<file path="config.mk">
export PLATFORM = sky130hd
export DESIGN_NAME = eth_tx_fcs_ctrl
export DESIGN_NICKNAME = d
export VERILOG_FILES = /design/src/rtl/eth_tx_fcs_ctrl.sv
export SDC_FILE = /design/constraint.sdc
export NUM_CORES = 1
export LEC_CHECK = 0
export BUFFER_PORTS_ARGS = -buffer_cell sky130_fd_sc_hd__clkbuf_2
export CAP_MARGIN = 30
export CORE_MARGIN = 2
export CORE_UTILIZATION = 54
export DETAILED_ROUTE_END_ITERATION = 16
export PLACE_DENSITY = 0.81
export SETUP_SLACK_MARGIN = 0.02
export SYNTH_ARGS = -nofsm -noshare
export SYNTH_HDL_FRONTEND = slang
export SYNTH_SLANG_ARGS = --single-unit
</file>
<file path="constraint.sdc">
create_clock -name clk -period 2.7 [get_ports clk]
set_input_delay 0.135 -clock clk [delete_from_list [all_inputs] [get_ports clk]]
set_output_delay 0.135 -clock clk [all_outputs]
set_load 0.03 [all_outputs]
</file>
<file path="src/rtl/eth_tx_fcs_ctrl.sv">
// Ethernet TX framer: preamble/SFD, payload fetch, zero pad, FCS append, IFG.
// Talks to an external byte-wide CRC-32 engine (MSB-first register form).
module eth_tx_fcs_ctrl #(
   parameter int MIN_LEN = 60,
   parameter int IFG_LEN = 12
) (
   input  logic        clk,
   input  logic        rst_n,
   input  logic        tx_start,
   input  logic [10:0] tx_len,
   output logic        tx_req,
   input  logic [7:0]  tx_data,
   output logic        tx_busy,
   output logic        tx_done,
   output logic        gmii_tx_en,
   output logic [7:0]  gmii_txd,
   output logic        crc_en,
   output logic        crc_clr,
   output logic [7:0]  crc_din,
   input  logic [31:0] crc_data
);

   typedef enum logic [2:0] {IDLE, PRE, DATA, PAD, FCS, GAP} state_t;

   localparam logic [11:0] MIN_L    = 12'(MIN_LEN);
   localparam logic [10:0] PAD_LAST = 11'(MIN_LEN > 0 ? MIN_LEN - 1 : 0);
   localparam logic [10:0] GAP_LAST = 11'(IFG_LEN > 0 ? IFG_LEN - 1 : 0);

   state_t      state, state_n;
   logic [10:0] cnt, cnt_n;
   logic [10:0] len_q, len_n;
   logic        en_q, en_n;
   logic [7:0]  txd_q, txd_n;
   logic [10:0] len_last;
   logic        pad_need;
   logic [31:0] crc_inv;
   logic [7:0]  fcs_word;
   logic [7:0]  fcs_byte;

   assign len_last = len_q - 11'd1;
   assign pad_need = {1'b0, len_q} < MIN_L;

   always_ff @(posedge clk or negedge rst_n) begin
      if (!rst_n) begin
         state <= IDLE;
         cnt   <= '0;
         len_q <= '0;
         en_q  <= 1'b0;
         txd_q <= '0;
      end else begin
         state <= state_n;
         cnt   <= cnt_n;
         len_q <= len_n;
         en_q  <= en_n;
         txd_q <= txd_n;
      end
   end

   // cnt runs on through PAD so PAD ends when the total reaches MIN_LEN
   always_comb begin
      state_n = state;
      cnt_n   = cnt + 11'd1;
      len_n   = len_q;
      unique case (state)
         IDLE: begin
            cnt_n = '0;
            if (tx_start && tx_len != '0) begin
               state_n = PRE;
               len_n   = tx_len;
            end
         end
         PRE: begin
            if (cnt == 11'd7) begin
               state_n = DATA;
               cnt_n   = '0;
            end
         end
         DATA: begin
            if (cnt == len_last) begin
               if (pad_need) begin
                  state_n = PAD;
               end else begin
                  state_n = FCS;
                  cnt_n   = '0;
               end
            end
         end
         PAD: begin
            if (cnt == PAD_LAST) begin
               state_n = FCS;
               cnt_n   = '0;
            end
         end
         FCS: begin
            if (cnt == 11'd3) begin
               state_n = GAP;
               cnt_n   = '0;
            end
         end
         GAP: begin
            if (cnt == GAP_LAST) begin
               state_n = IDLE;
               cnt_n   = '0;
            end
         end
         default: begin
            state_n = IDLE;
            cnt_n   = '0;
         end
      endcase
   end

   // FCS bytes come straight from the engine register, which is frozen here
   always_comb begin
      en_n  = (state_n != IDLE) && (state_n != GAP);
      txd_n = 8'h00;
      if (state_n == PRE) begin
         txd_n = (cnt_n == 11'd7) ? 8'hD5 : 8'h55;
      end else if (state_n == DATA) begin
         txd_n = tx_data;
      end
      crc_inv = ~crc_data;
      unique case (cnt[1:0])
         2'd0:    fcs_word = crc_inv[31:24];
         2'd1:    fcs_word = crc_inv[23:16];
         2'd2:    fcs_word = crc_inv[15:8];
         default: fcs_word = crc_inv[7:0];
      endcase
      for (int i = 0; i < 8; i++) begin
         fcs_byte[i] = fcs_word[7-i];
      end
      gmii_tx_en = en_q;
      gmii_txd   = (state == FCS) ? fcs_byte : txd_q;
      crc_din    = gmii_txd;
      crc_en     = (state == DATA) || (state == PAD);
      crc_clr    = (state == IDLE) || (state == PRE);
      tx_busy    = (state != IDLE);
      tx_done    = (state == GAP) && (cnt == '0);
      tx_req     = ((state == PRE) &&
                    ((cnt == 11'd6) || (cnt == 11'd7 && len_q > 11'd1))) ||
                   ((state == DATA) &&
                    (({1'b0, cnt} + 12'd2) < {1'b0, len_q}));
   end

endmodule

</file>
==> flow_metrics.py <==
metrics = {
    "pwr": {
        "peakVddDrop_mv": 0.267,
        "p_clk_share_pct": 48.1,
        "swShare_pct": 22.9,
        "power_density_nw_per_um2": 335,
        "seq_power_share_pct": 42.7,
        "p_sw_uw": 277,
        "finalPower_mw": 1.21,
        "p_leak_nw": 1.65,
        "pwr-share-comb_pct": 9.2,
        "internal_power_uw": 931,
    },
    "setup_path": {
        "required_ps": 2570,
        "worstPathArrival_ps": 2510,
        "crit_type": "reg2out",
        "path_common_cell": "o21a_1",
        "start_kind": "flip-flop",
        "slowest_delay_ps": 400,
        "cp_num_buf_inv": 3,
        "critPathSlowestCell": "dfrtp_1",
        "cp_cell_sequence": "buf_4 -> inv_1 -> ha_1 -> nor2b_1 -> o21a_1 -> o21a_1 -> o21a_1 -> o21a_1 -> o21ai_0 -> a21o_1 -> clkbuf_8",
        "cp_max_fo": 6,
        "endpoint_kind": "output pin",
        "crit_family": "compound AO/OA/AOI/OAI gates",
    },
    "grt": {
        "grtUsageTotal_pct": 28.0,
        "grt_max_degree": 35,
        "grt_pass1_vias": 2832,
        "antenna_found_initial": 0,
        "grt_pass1_wl_mm": 13.4,
        "grt.overflow.total": 0,
    },
    "timing": {
        "fmax_mhz": 378,
        "final-setup-viol-count": 0,
        "whs_ps": 44.7,
        "fin_ws_ps": 55.5,
        "rsz0062_at_grt": "true",
        "period_share_pct": 97.9,
        "maxSlewViolCount": 0,
        "clock_skew_ps": 7.06,
        "finalHoldViolations": 0,
        "worstMarginPinSlew_ps": 861,
        "finalSetupTns_ps": 0,
        "period_needed_ps": 2640,
        "slew_headroom_pct": 42.6,
    },
    "layout": {
        "drive_above_1_share_pct": 26.9,
        "area_growth_pct": 21.8,
        "regArea_um2": 852,
        "num_antenna_cells": 0,
        "final_core_util_pct": 69.2,
        "fin_nets": 517,
        "multi_input_area_um2": 1900,
        "fill_cells": 410,
    },
    "synthesis": {
        "synth_top_family_by_area": "simple AND/OR/NAND/NOR gates",
        "ys.flop_type": "dfrtp_1",
        "synth-edff-count": 0,
        "ys_ff_latch": 34,
        "synth-xor-area-share_pct": 8.59,
        "netlist.top_cell.by_area": "dfrtp_1",
        "yosysWarningCount": 0,
        "async_reset_ff_share_pct": 100,
        "yosysTopAreaCellShare_pct": 28.8,
        "ys_top_cells_by_count": "41 x nand2_1, 39 x o21ai_0, 34 x dfrtp_1",
        "synthCells": 372,
        "ys_seq_area_share_pct": 28.8,
        "yosys.area_share.adder_pct": 7.61,
        "synth_area_um2": 2960,
        "synth_area_leaders": "dfrtp_1 29%, ha_1 7.6%, o21ai_0 6.6%",
        "syn_area_per_cell_um2": 7.95,
        "syn_nets": 444,
        "ys_types": 53,
        "yosys.cell_count.top_type": "nand2_1",
        "synth_simple_gate_area_share_pct": 24.8,
        "synth_compound_area_share_pct": 21.7,
        "muxShareOfSynthArea_pct": 0.381,
    },
    "floorplanning": {
        "num_rows": 26,
        "fp.dieH_um": 78.0,
        "ios": 76,
        "initial_core_util_pct": 56.8,
        "die_x_um": 78.0,
        "die_area_um2": 6090,
        "fp.coreArea_um2": 5200,
    },
    "detailed_routing": {
        "totalWireLength_mm": 8.47,
        "via_per_inst": 5.97,
        "drc": 0,
        "wl_per_cell_um": 16.4,
        "vias": 3081,
        "drtPass1Iterations": 5,
        "ant_nets": 0,
        "drtIter0Drc": 236,
    },
    "flow_run": {
        "cap_violations": 0,
    },
    "cts": {
        "cts_tree": "built",
        "htree_levels": 2,
        "cts_buffers": 5,
        "cts_buffer_depth": 2,
        "cts_sinks": 34,
        "path_clk_slew_ps": 80,
        "worst_skew_pair.late_latency_ps": 300,
        "clockRootBuffer": "clkbuf_8",
    },
    "run_status": {
        "status": "finished, final reports clean",
    },
    "hold_path": {
        "hp-class": "in2reg",
    },
    "placed_design": {
        "dp_slack_ps": 184,
        "gp_congestion": 0.983,
        "dpl.hpwl_mm": 6.22,
        "io_buffers": 75,
    },
}
stage by stage:
| step | instances | area (µm²) |
|---|---|---|
| finish | 516 | 3600 |
| global route | 516 | 3600 |
| CTS | 513 | 3550 |
| detailed placement | 504 | 3380 |
| global placement | 504 | 3380 |
| floorplan | 372 | 2960 |
what timing repair did:
item | 4_1_cts | 5_1_grt
buffers inserted | 0 | 3
pin swaps | 1 | 2
endpoints found under the hold margin | 34 | 0
resized for setup | 6 | 8
setup endpoints to repair | 1 | 19
gates cloned | 0 | 0
hold buffers | 1 | 0
worst paths after layout:
kind                       startpoint          to  cells past startpoint  slack (ps)
max in group asynchronous       rst_n      cnt[3]                      2        1640
max                            cnt[1]      tx_req                     11          60
min in group asynchronous       rst_n    len_q[4]                      2         470
max reg2reg                  len_q[2]  gmii_tx_en                      8         160
min                         tx_len[5]    len_q[5]                      3          40
min reg2reg                    cnt[0]      cnt[0]                      2         610
metal layers:
metal,track usage (%),part of all wire (%),vias to the layer above,wire length [µm]
li1,-,-,1459,-
met1,34.3,40,1418,3420
met2,47.3,48,170,4040
met3,5.06,7.6,34,643
met4,14.2,4.3,0,364
met5,0,0,-,0
flip-flops by register name (all words and copies together) (netlist names):
signal and cells:
cnt 11, gmii_tx_en 1, len_q 11, state 3, txd_q 8
logic make-up after synthesis:
group                      Yosys count
adders and majority gates           18
DFF                                 34
and+or+nand+nor                    137
AOI/OAI and AO/OA                  102
muxes                                1
buffers and inverters               51
xor gates and xnor gates            29
placed cells by master, fill, tap and decap left out, types with 2 or more instances in the layout:
cell type	instances
clkbuf_2	74
or2_2	3
inv_1	21
o211ai_1	2
and2_1	2
nand2_1	41
nand4_1	8
or4_1	2
xnor2_1	18
dfrtp_1	33
a21boi_0	3
clkbuf_8	6
nor2b_1	6
nor4_1	4
nor3_1	11
o31ai_1	4
nand4b_1	2
o21ai_1	2
bufinv_16	2
o21a_1	5
nand3_1	12
or3_1	4
a21oi_1	15
nor2_1	10
and3_1	7
o221ai_1	8
nand2b_1	13
xor2_1	11
ha_1	17
a21o_1	4
and4_1	2
a31oi_1	6
o22ai_1	4
buf_4	18
o21ai_0	39
nand3b_1	2
final cells by class:
| class | count | share of cell area, % |
|---|---|---|
| multi-input cells | 287 | 52.8 |
| flip-flops and latches | 34 | 23.6 |
| repair buffers | 95 | 15.0 |
| well taps | 70 | 2.43 |
| inverters | 22 | 2.29 |
| clock buffers | 5 | 1.91 |
| clock inverters | 3 | 1.91 |
power by group through the flow:
stage / clock network (mW) / registers [mW] / logic, mW
2_1_floorplan: 0 / 0.526 / 0.0532
3_3_place_gp: 0 / 0.526 / 0.108
3_5_place_dp: 0 / 0.526 / 0.110
4_1_cts: 0.586 / 0.516 / 0.112
5_1_grt: 0.604 / 0.516 / 0.121
6_report: 0.580 / 0.516 / 0.111
worst register-to-register path, cell delays in order (launching register included):
cell and delay (ps):
dfrtp_1 450, nor3_1 450, a21boi_0 170, o31ai_1 270, a21boi_1 310, nand4_1 230, o21ai_4 270, buf_4 180
o211ai_1 90
Power figures use the tool's default switching activity.
